`src/rtl/fft_bitrev_reader.sv`:
```
// Ping-pong frame buffer that turns a bit-reversed FFT output
// stream into natural frequency order, one sample per cycle.
module fft_bitrev_reader #(
    parameter int WL   = 16,
    parameter int LOGN = 4
) (
    input  logic          iCLK,
    input  logic          iRSTn,
    input  logic          iCLR,
    input  logic          iVALID,
    input  logic [WL-1:0] iRE,
    input  logic [WL-1:0] iIM,
    output logic          oVALID,
    output logic [WL-1:0] oRE,
    output logic [WL-1:0] oIM,
    output logic          oSOF,
    output logic          oEOF,
    output logic          oOVF
);

    localparam int N = 1 << LOGN;
    localparam logic [LOGN-1:0] LAST = '1;

    typedef enum logic {
        IDLE,
        READ
    } state_t;

    state_t          state_q;
    logic [LOGN-1:0] wptr_q;
    logic [LOGN-1:0] wptr_d;
    logic [LOGN-1:0] rptr_q;
    logic [LOGN-1:0] rptr_d;
    logic            wbank_q;

    // Both banks share one array; the top address bit selects the bank.
    logic [2*WL-1:0] mem [2*N];
    logic [2*WL-1:0] rdata_q;
    logic [LOGN:0]   waddr;
    logic [LOGN:0]   raddr;

    // Read-stage sideband, aligned with rdata_q.
    logic v1_q;
    logic sof1_q;
    logic eof1_q;

    // Completion of a write frame; kept as a named net so it can be
    // overridden to exercise the overflow path.
    logic swap;

    function automatic logic [LOGN-1:0] bitrev(input logic [LOGN-1:0] a);
        logic [LOGN-1:0] r;
        for (int i = 0; i < LOGN; i++) begin
            r[i] = a[LOGN-1-i];
        end
        return r;
    endfunction

    assign wptr_d = wptr_q + 1'b1;
    assign rptr_d = rptr_q + 1'b1;
    assign swap   = iVALID && !iCLR && (wptr_q == LAST);
    assign waddr  = {wbank_q, wptr_q};
    assign raddr  = {~wbank_q, bitrev(rptr_q)};

    // Sample storage: write into the write bank, registered read from
    // the read bank. The banks never alias, so no read/write hazard.
    always_ff @(posedge iCLK) begin
        if (iVALID && !iCLR) begin
            mem[waddr] <= {iRE, iIM};
        end
        rdata_q <= mem[raddr];
    end

    // Write pointer, bank swap, read FSM and registered outputs.
    always_ff @(posedge iCLK or negedge iRSTn) begin
        if (!iRSTn) begin
            state_q <= IDLE;
            wptr_q  <= '0;
            rptr_q  <= '0;
            wbank_q <= 1'b0;
            v1_q    <= 1'b0;
            sof1_q  <= 1'b0;
            eof1_q  <= 1'b0;
            oVALID  <= 1'b0;
            oSOF    <= 1'b0;
            oEOF    <= 1'b0;
            oOVF    <= 1'b0;
            oRE     <= '0;
            oIM     <= '0;
        end else if (iCLR) begin
            state_q <= IDLE;
            wptr_q  <= '0;
            rptr_q  <= '0;
            v1_q    <= 1'b0;
            sof1_q  <= 1'b0;
            eof1_q  <= 1'b0;
            oVALID  <= 1'b0;
            oSOF    <= 1'b0;
            oEOF    <= 1'b0;
            oOVF    <= 1'b0;
        end else begin
            v1_q   <= (state_q == READ);
            sof1_q <= (state_q == READ) && (rptr_q == '0);
            eof1_q <= (state_q == READ) && (rptr_q == LAST);

            oVALID <= v1_q;
            oSOF   <= v1_q && sof1_q;
            oEOF   <= v1_q && eof1_q;
            if (v1_q) begin
                {oRE, oIM} <= rdata_q;
            end

            if (iVALID) begin
                wptr_q <= wptr_d;
            end

            if (swap) begin
                wbank_q <= ~wbank_q;
                state_q <= READ;
                rptr_q  <= '0;
                if (state_q == READ && rptr_q != LAST) begin
                    oOVF <= 1'b1;
                end
            end else begin
                unique case (state_q)
                    IDLE: begin
                        rptr_q <= '0;
                    end
                    READ: begin
                        if (rptr_q == LAST) begin
                            state_q <= IDLE;
                            rptr_q  <= '0;
                        end else begin
                            rptr_q <= rptr_d;
                        end
                    end
                endcase
            end
        end
    end

endmodule
```
`config.mk`:
```
export PLATFORM = sky130hd
export DESIGN_NAME = fft_bitrev_reader
export DESIGN_NICKNAME = d
export VERILOG_FILES = /design/src/rtl/fft_bitrev_reader.sv
export SDC_FILE = /design/constraint.sdc
export NUM_CORES = 1
export LEC_CHECK = 0
export ABC_CLOCK_PERIOD_IN_PS = 4500
export BUFFER_PORTS_ARGS = -buffer_cell sky130_fd_sc_hd__buf_2
export CAP_MARGIN = 25
export CORE_ASPECT_RATIO = 1.4
export CORE_MARGIN = 5
export CORE_UTILIZATION = 55
export CTS_CLUSTER_SIZE = 25
export DETAILED_ROUTE_END_ITERATION = 6
export GPL_TIMING_DRIVEN = 0
export PLACE_DENSITY = 0.7
export SYNTH_ARGS = -nofsm -noshare
export SYNTH_HDL_FRONTEND = slang
export SYNTH_SLANG_ARGS = --single-unit
```
`constraint.sdc`:
```
create_clock -name iCLK -period 4.5 [get_ports iCLK]
set_input_delay 0 -clock iCLK [delete_from_list [all_inputs] [get_ports iCLK]]
set_output_delay 0 -clock iCLK [all_outputs]
set_load 0.01 [all_outputs]
```
## Yosys cells after proc, flatten, opt, wreduce, memory -nomap -nowiden

Memory sizes are Yosys's and may differ from the RTL's. A register that Yosys moved wholly into a read port is not among the register bits.
Index checks and enable logic that the tools add are counted.

- Register bits after elaboration: 49
- Bits in read-only memories: 0
- Memories: 1
- Output and inout port bits: 36
- Latch bits: 0
- Memory bits (writable): 1,024

- $lt $le $gt $ge: 0
- Equality and inequality tests: 3
- Reduce and logical (&&, ||, !) cells: 15
- Bitwise operators: 3
- $add $sub $neg: 2
- Div/mod/pow operators: 0
- Shift-type cells: 0
- Multiply operators: 0
- Muxes and demuxes: 21

Memory list:

| name | words | width | read ports | clocked after Yosys merged registers in | write ports | RTL line | text |
|---|---|---|---|---|---|---|---|
| mem | 32 | 32 | 1 | 1 | 1 | 37 | `logic [2*WL-1:0] mem [2*N];` |

Operator list:

| cell | number |
|---|---|
| 2-to-1 mux 4 bit | 5 |
| 2-to-1 mux 1 bit | 15 |
| adder 4 x 1 -> 4 bit (second input constant) | 2 |
| equality test 4 bit (second input constant) | 2 |
| case mux 4 bit (2 select lines) | 1 |
| logical AND 1 bit | 7 |
| AND reduction 2 bit | 3 |
| nonzero test 2 bit | 3 |
| logical NOT 4 bit | 1 |
| != test 4 bit (second input constant) | 1 |
| inverter 1 bit | 3 |
| logical NOT 1 bit | 1 |

## Logic depth before layout (Yosys ltp)

- Depth after elaboration: 5
- Mapped depth: 8

## Worst setup path before layout

Ideal clock, no wire load.

- Path type: reg2reg
- Start: reg wptr_q[2]
- End: mem mem[15][0] in the netlist's numbering (enable)
- Data arrival time: 2.455 ns
- Clock period less this slack: 2.876 ns
- Cell stages (with the launch flop): 5
- Data required time: 4.079 ns
- Buffers on the path: 1
- Library setup time: 0.421 ns
- Slack: 1.624 ns
- Path through: dfrtp_1 > clkbuf_1 > nand2_1 > or3_1 > nor2_1

RTL lines:

| item | RTL line | text |
|---|---|---|
| start, declared | 30 | `logic [LOGN-1:0] wptr_q;` |
| start signal, assigned | 114 | `wptr_q <= wptr_d;` |
| end, declared | 37 |  |

No word-level cell before the write port.

==> run summary <==
Of the total synthesized cell area, the portion taken by full adders, half adders and majority gates is 0.176%. The share of synthesized cell area in and, or, nand and nor gates works out to 3.20%. The path class of the tightest hold or removal check is in -> reg. Setup repair after global routing left no endpoint under its margin. In the routed layout, each cell is associated on average with a via count of 6.08.

The share of layout cells above drive strength 1 is 14.3%. The tree is rooted in a clkbuf_16. Wire segments on met2 add up to 55.3 mm in the final route.

Headroom to the max-slew limit came out at 38.8%. The number of buffers created by CTS is 93, and the total number of placement rows is 120. Gates resized during post-CTS repair numbered 0. After the flow finishes, the layout carries non-filler instances totaling 3684.

Setup violations remaining at the end of the flow were counted as 0. Summed over all nets, wire length on met3 after detailed routing comes to 6.13 mm. The logs give 0.0831 sq mm for the area of the die and 3 for the H-tree depth reported by CTS. The initial utilization of the core area, before any placement, comes to 55.6%.

The number of clock sinks seen by CTS is 1105. By area the synthesized netlist is led by edfxtp_1, mux2i_1, dfrtp_1. After clock tree synthesis, the setup repair step added 0 buffers. After synthesis, the largest family of logic cells by area is multiplexers.

The tools report the number of DRC violations after detailed routing as 0. The largest stage delay on the critical path was 0.53 ns; the post-route cell area was 0.0485 sq mm. The flow ran to the end, and the final reports show no timing, DRC or antenna violations. Before antenna repair, the detailed router went through 6 iterations. For this run, the share of the core covered by cells in the final layout is 63.4%. The number of nets handed over by synthesis was 2437. Fill cells in the final layout number 5244. The part of the power in registers was 57.7%; the final critical-path required period was 2.67 ns. Global routing consumed, over all layers together, 24.2% of the routing resources.

In this run the worst path has a maximum fanout of 10. Sequential cells were found to cover 76.6% of the synthesized design area. The number of distinct library cell variants in the gate-level netlist after synthesis is 41, and the setup TNS after final layout is 0 ns. The post-place instance area was 0.0451 sq mm. No sink is reached through more buffers than the 3 on the longest clock path. The internal portion of total power came out at 15.8 mW. For the largest clock skew in the final design, the log shows 0.0229 ns. After synthesis the netlist holds a flip-flop and latch count of 1105. Endpoint required time on the critical path: 4.94 ns.

The critical path goes through nor2_1 -> buf_4 -> buf_6 -> clkbuf_1 -> nand2_1 -> a31oi_1 -> nand3_1. In this run the power spent charging and discharging nets is 3.74 mW. The total area inside the core boundary comes to 0.0766 sq mm. The final clock period utilization by the worst path is 59.4%, and the leakage power is 15.3 nW. The run gives 23300 as the via count of the first global-routing pass.

The actual slew at the worst max-slew pin was 0.905 ns. The hold violation total from the final report was 0; the count of hold-fix buffers inserted at cts was 38. For the final wirelength, the log shows 102 mm. STA classifies the critical path endpoint as a flip-flop. The run gives 33 as the maximum number of pins on one net before global-route repair.

The number of placed cells counting well taps was 3474. The global-route wire length before repair is 149 mm. A synthesized cell averages 17.8 sq um.

After clock tree synthesis, the clock-pin slew on the worst setup and hold paths is 0.07 ns. The area growth from synthesis to layout is 14.1%. The master of the slowest instance on the critical path is clkbuf_1.

Counting flops with an async set or reset pin after synthesis yields a share of 4.43%. The critical path class is reg -> reg. The combinational power share came out at 1.4%. The startpoint identified for the worst hold timing path is iVALID.

The number of antenna violations at the first check in global routing was 1. Power density over cell area: 402 mW/mm^2. At the later pin of the worst-skew pair, clock insertion delay measures 0.66 ns.

The dominant cell type by area after synthesis was edfxtp_1. The count of nets left with antenna violations once routing finished came out at 0. The most critical setup path has its startpoint at rptr_q[3]. For the worst setup path, the data arrival time is 3.12 ns. The width of the die came out at 245 um.

The post-detailed-placement half-perimeter wirelength is 67.4 mm. Number of flops mapped to enable cells by yosys: 1024. Across the run, the number of max-cap violations was 0.

Timing analysis after detailed placement gives a worst setup slack of 1.87 ns. The combined area of all synthesized cells was 0.0426 sq mm. The number of pins with negative max-slew slack in the final report was 0. The share of the synthesized area in the top cell type was 72.3%; the routed metal-1 wire length was 37.1 mm. For this run, the number of Yosys warnings is 0. Counting every instance in the synthesized netlist gives 2395. The highest metal layer carrying signal wires in the routed design is met4.

For this run, the top clock speed supported by timing is 374 MHz. Net switching is 19.2% of the power. Total I/O pin count: 72. The port buffer count works out to 70.

The critical path startpoint category is a flip-flop. The startpoint identified for the worst register-to-register timing path is rptr_q[3]. Per report_power, the clock group accounts for 40.9% of the total. The congestion estimate from routability-driven global placement came to 0.825.

The synthesized netlist devotes 4.64% of its cell area to compound gates. For this run, the leading register cell type out of synthesis is edfxtp_1. The synthesized netlist devotes 0.103% of its cell area to XOR and XNOR gates.

The detailed-route wire length per cell was 27.7 um. Once routing completed, OpenROAD measured the worst setup slack at 1.83 ns. TritonCTS built the clock tree. For this run the aggregate overflow at the end of global routing stands at 0. The number of DRC markers in iteration 0 was 2179; the y dimension of the die was 339 um. The tools report the highest ir drop seen on vdd as 0.000324 V.

The routed layout has 22400 vias. After the last flow step, the layout net total stands at 2673. In this run the register-to-register setup slack is 1.83 ns. Of the post-synthesis cell area, the part taken by muxes is 12.9%.
cells in the final DEF (no fill, tap or decap), types with 3 or more instances in the layout:
cell type	Yosys	layout
mux2i_1	513	513
clkinvlp_4	0	3
dlygate4sd3_1	0	37
inv_1	5	5
dfrtp_1	49	49
buf_12	1	23
bufinv_16	0	7
a22o_1	64	64
ha_1	6	6
nor2_4	0	32
a31oi_1	32	32
mux2_1	27	27
clkinv_2	0	16
nor3_1	35	35
buf_8	8	8
buf_16	0	12
clkinv_1	0	16
a22oi_1	96	96
clkbuf_8	0	11
nor2_1	41	9
clkbuf_1	25	41
buf_1	5	5
buf_4	31	31
nor2b_1	3	3
clkbuf_16	0	95
inv_6	0	5
edfxtp_1	1024	1024
and2_1	3	3
mux2_2	5	5
nand3_1	99	99
nand2_1	109	109
buf_2	39	109
a21oi_1	96	96
buf_6	24	24
dfxtp_1	32	32
xor2_1	3	3
synthesized netlist by cell type (6+ instances only):
library cell / number
a21oi_1: 96
a22o_1: 64
a22oi_1: 96
a31oi_1: 32
buf_2: 39
buf_4: 31
buf_6: 24
buf_8: 8
clkbuf_1: 25
dfrtp_1: 49
dfxtp_1: 32
edfxtp_1: 1024
ha_1: 6
mux2_1: 27
mux2i_1: 513
nand2_1: 109
nand3_1: 99
nor2_1: 41
nor3_1: 35
area by class of cell:
class,instances,area [sq um],area share [%]
repair buffers,141,1490,3.07
well taps,976,1220,2.52
clock buffers,122,2590,5.33
clock inverters,49,442,0.910
flip-flops and latches,1105,32600,67.2
multi-input cells,1149,9190,18.9
diodes,1,2.50,0.00516
inverters,6,22.5,0.0464
plain buffers,135,966,1.99
sequential cells by signal (all words and copies together), names as in the netlist:
signal	count
eof1_q	1
mem	1024
oEOF	1
oIM	16
oOVF	1
oRE	16
oSOF	1
oVALID	1
rdata_q	32
rptr_q	4
sof1_q	1
state_q	1
v1_q	1
wbank_q	1
wptr_q	4
logic make-up (layout without fill, tap and decap cells):
group / count (synthesis) / after routing
xor gates and xnor gates: 5 / 5
AOI/OAI and AO/OA: 290 / 290
and+or+nand+nor: 303 / 303
buffers and inverters: 141 / 453
DFF: 1105 / 1105
other: 0 / 1
adders and majority gates: 6 / 6
muxes: 545 / 545
through the flow:
step | hold slack (ns) | total power, mW
2_1_floorplan | -0.296 | 11.5
5_1_grt | 0.290 | 20.0
3_5_place_dp | 0.0590 | 11.7
3_3_place_gp | 0.325 | 11.7
6_report | 0.237 | 19.5
4_1_cts | 0.202 | 19.6
routing by layer:
layer / vias to the layer above / global-route usage [%]
met5: - / 0
met4: 0 / 8.44
met3: 189 / 3.19
met2: 837 / 44.4
met1: 11500 / 29.5
li1: 9865 / -
power by group through the flow:
stage,Combinational [mW],Clock (mW),Sequential [mW]
2_1_floorplan,0.0392,0,11.5
3_3_place_gp,0.208,0,11.5
3_5_place_dp,0.241,0,11.5
4_1_cts,0.270,8.07,11.3
5_1_grt,0.294,8.50,11.3
6_report,0.271,7.98,11.3
worst max-delay path, delay by kind of cell (launching register included):
| kind | cells | cell delay [ns] |
|---|---|---|
| AO/OA/AOI/OAI | 1 | 0.35 |
| AND/OR/NAND/NOR | 3 | 0.61 |
| flip-flops | 1 | 0.47 |
| buffers and inverters | 3 | 1.02 |
worst paths after layout:
kind                          endpoint  cells after the start
setup / recovery           rdata_q[13]                      7
setup reg to reg           rdata_q[13]                      7
hold / removal               wptr_q[1]                      4
max in group asynchronous      oIM[13]                      4
hold reg to reg                 oRE[5]                      1
min in group asynchronous    rptr_q[0]                      4
No activity file was read; power rests on OpenSTA's default activity.
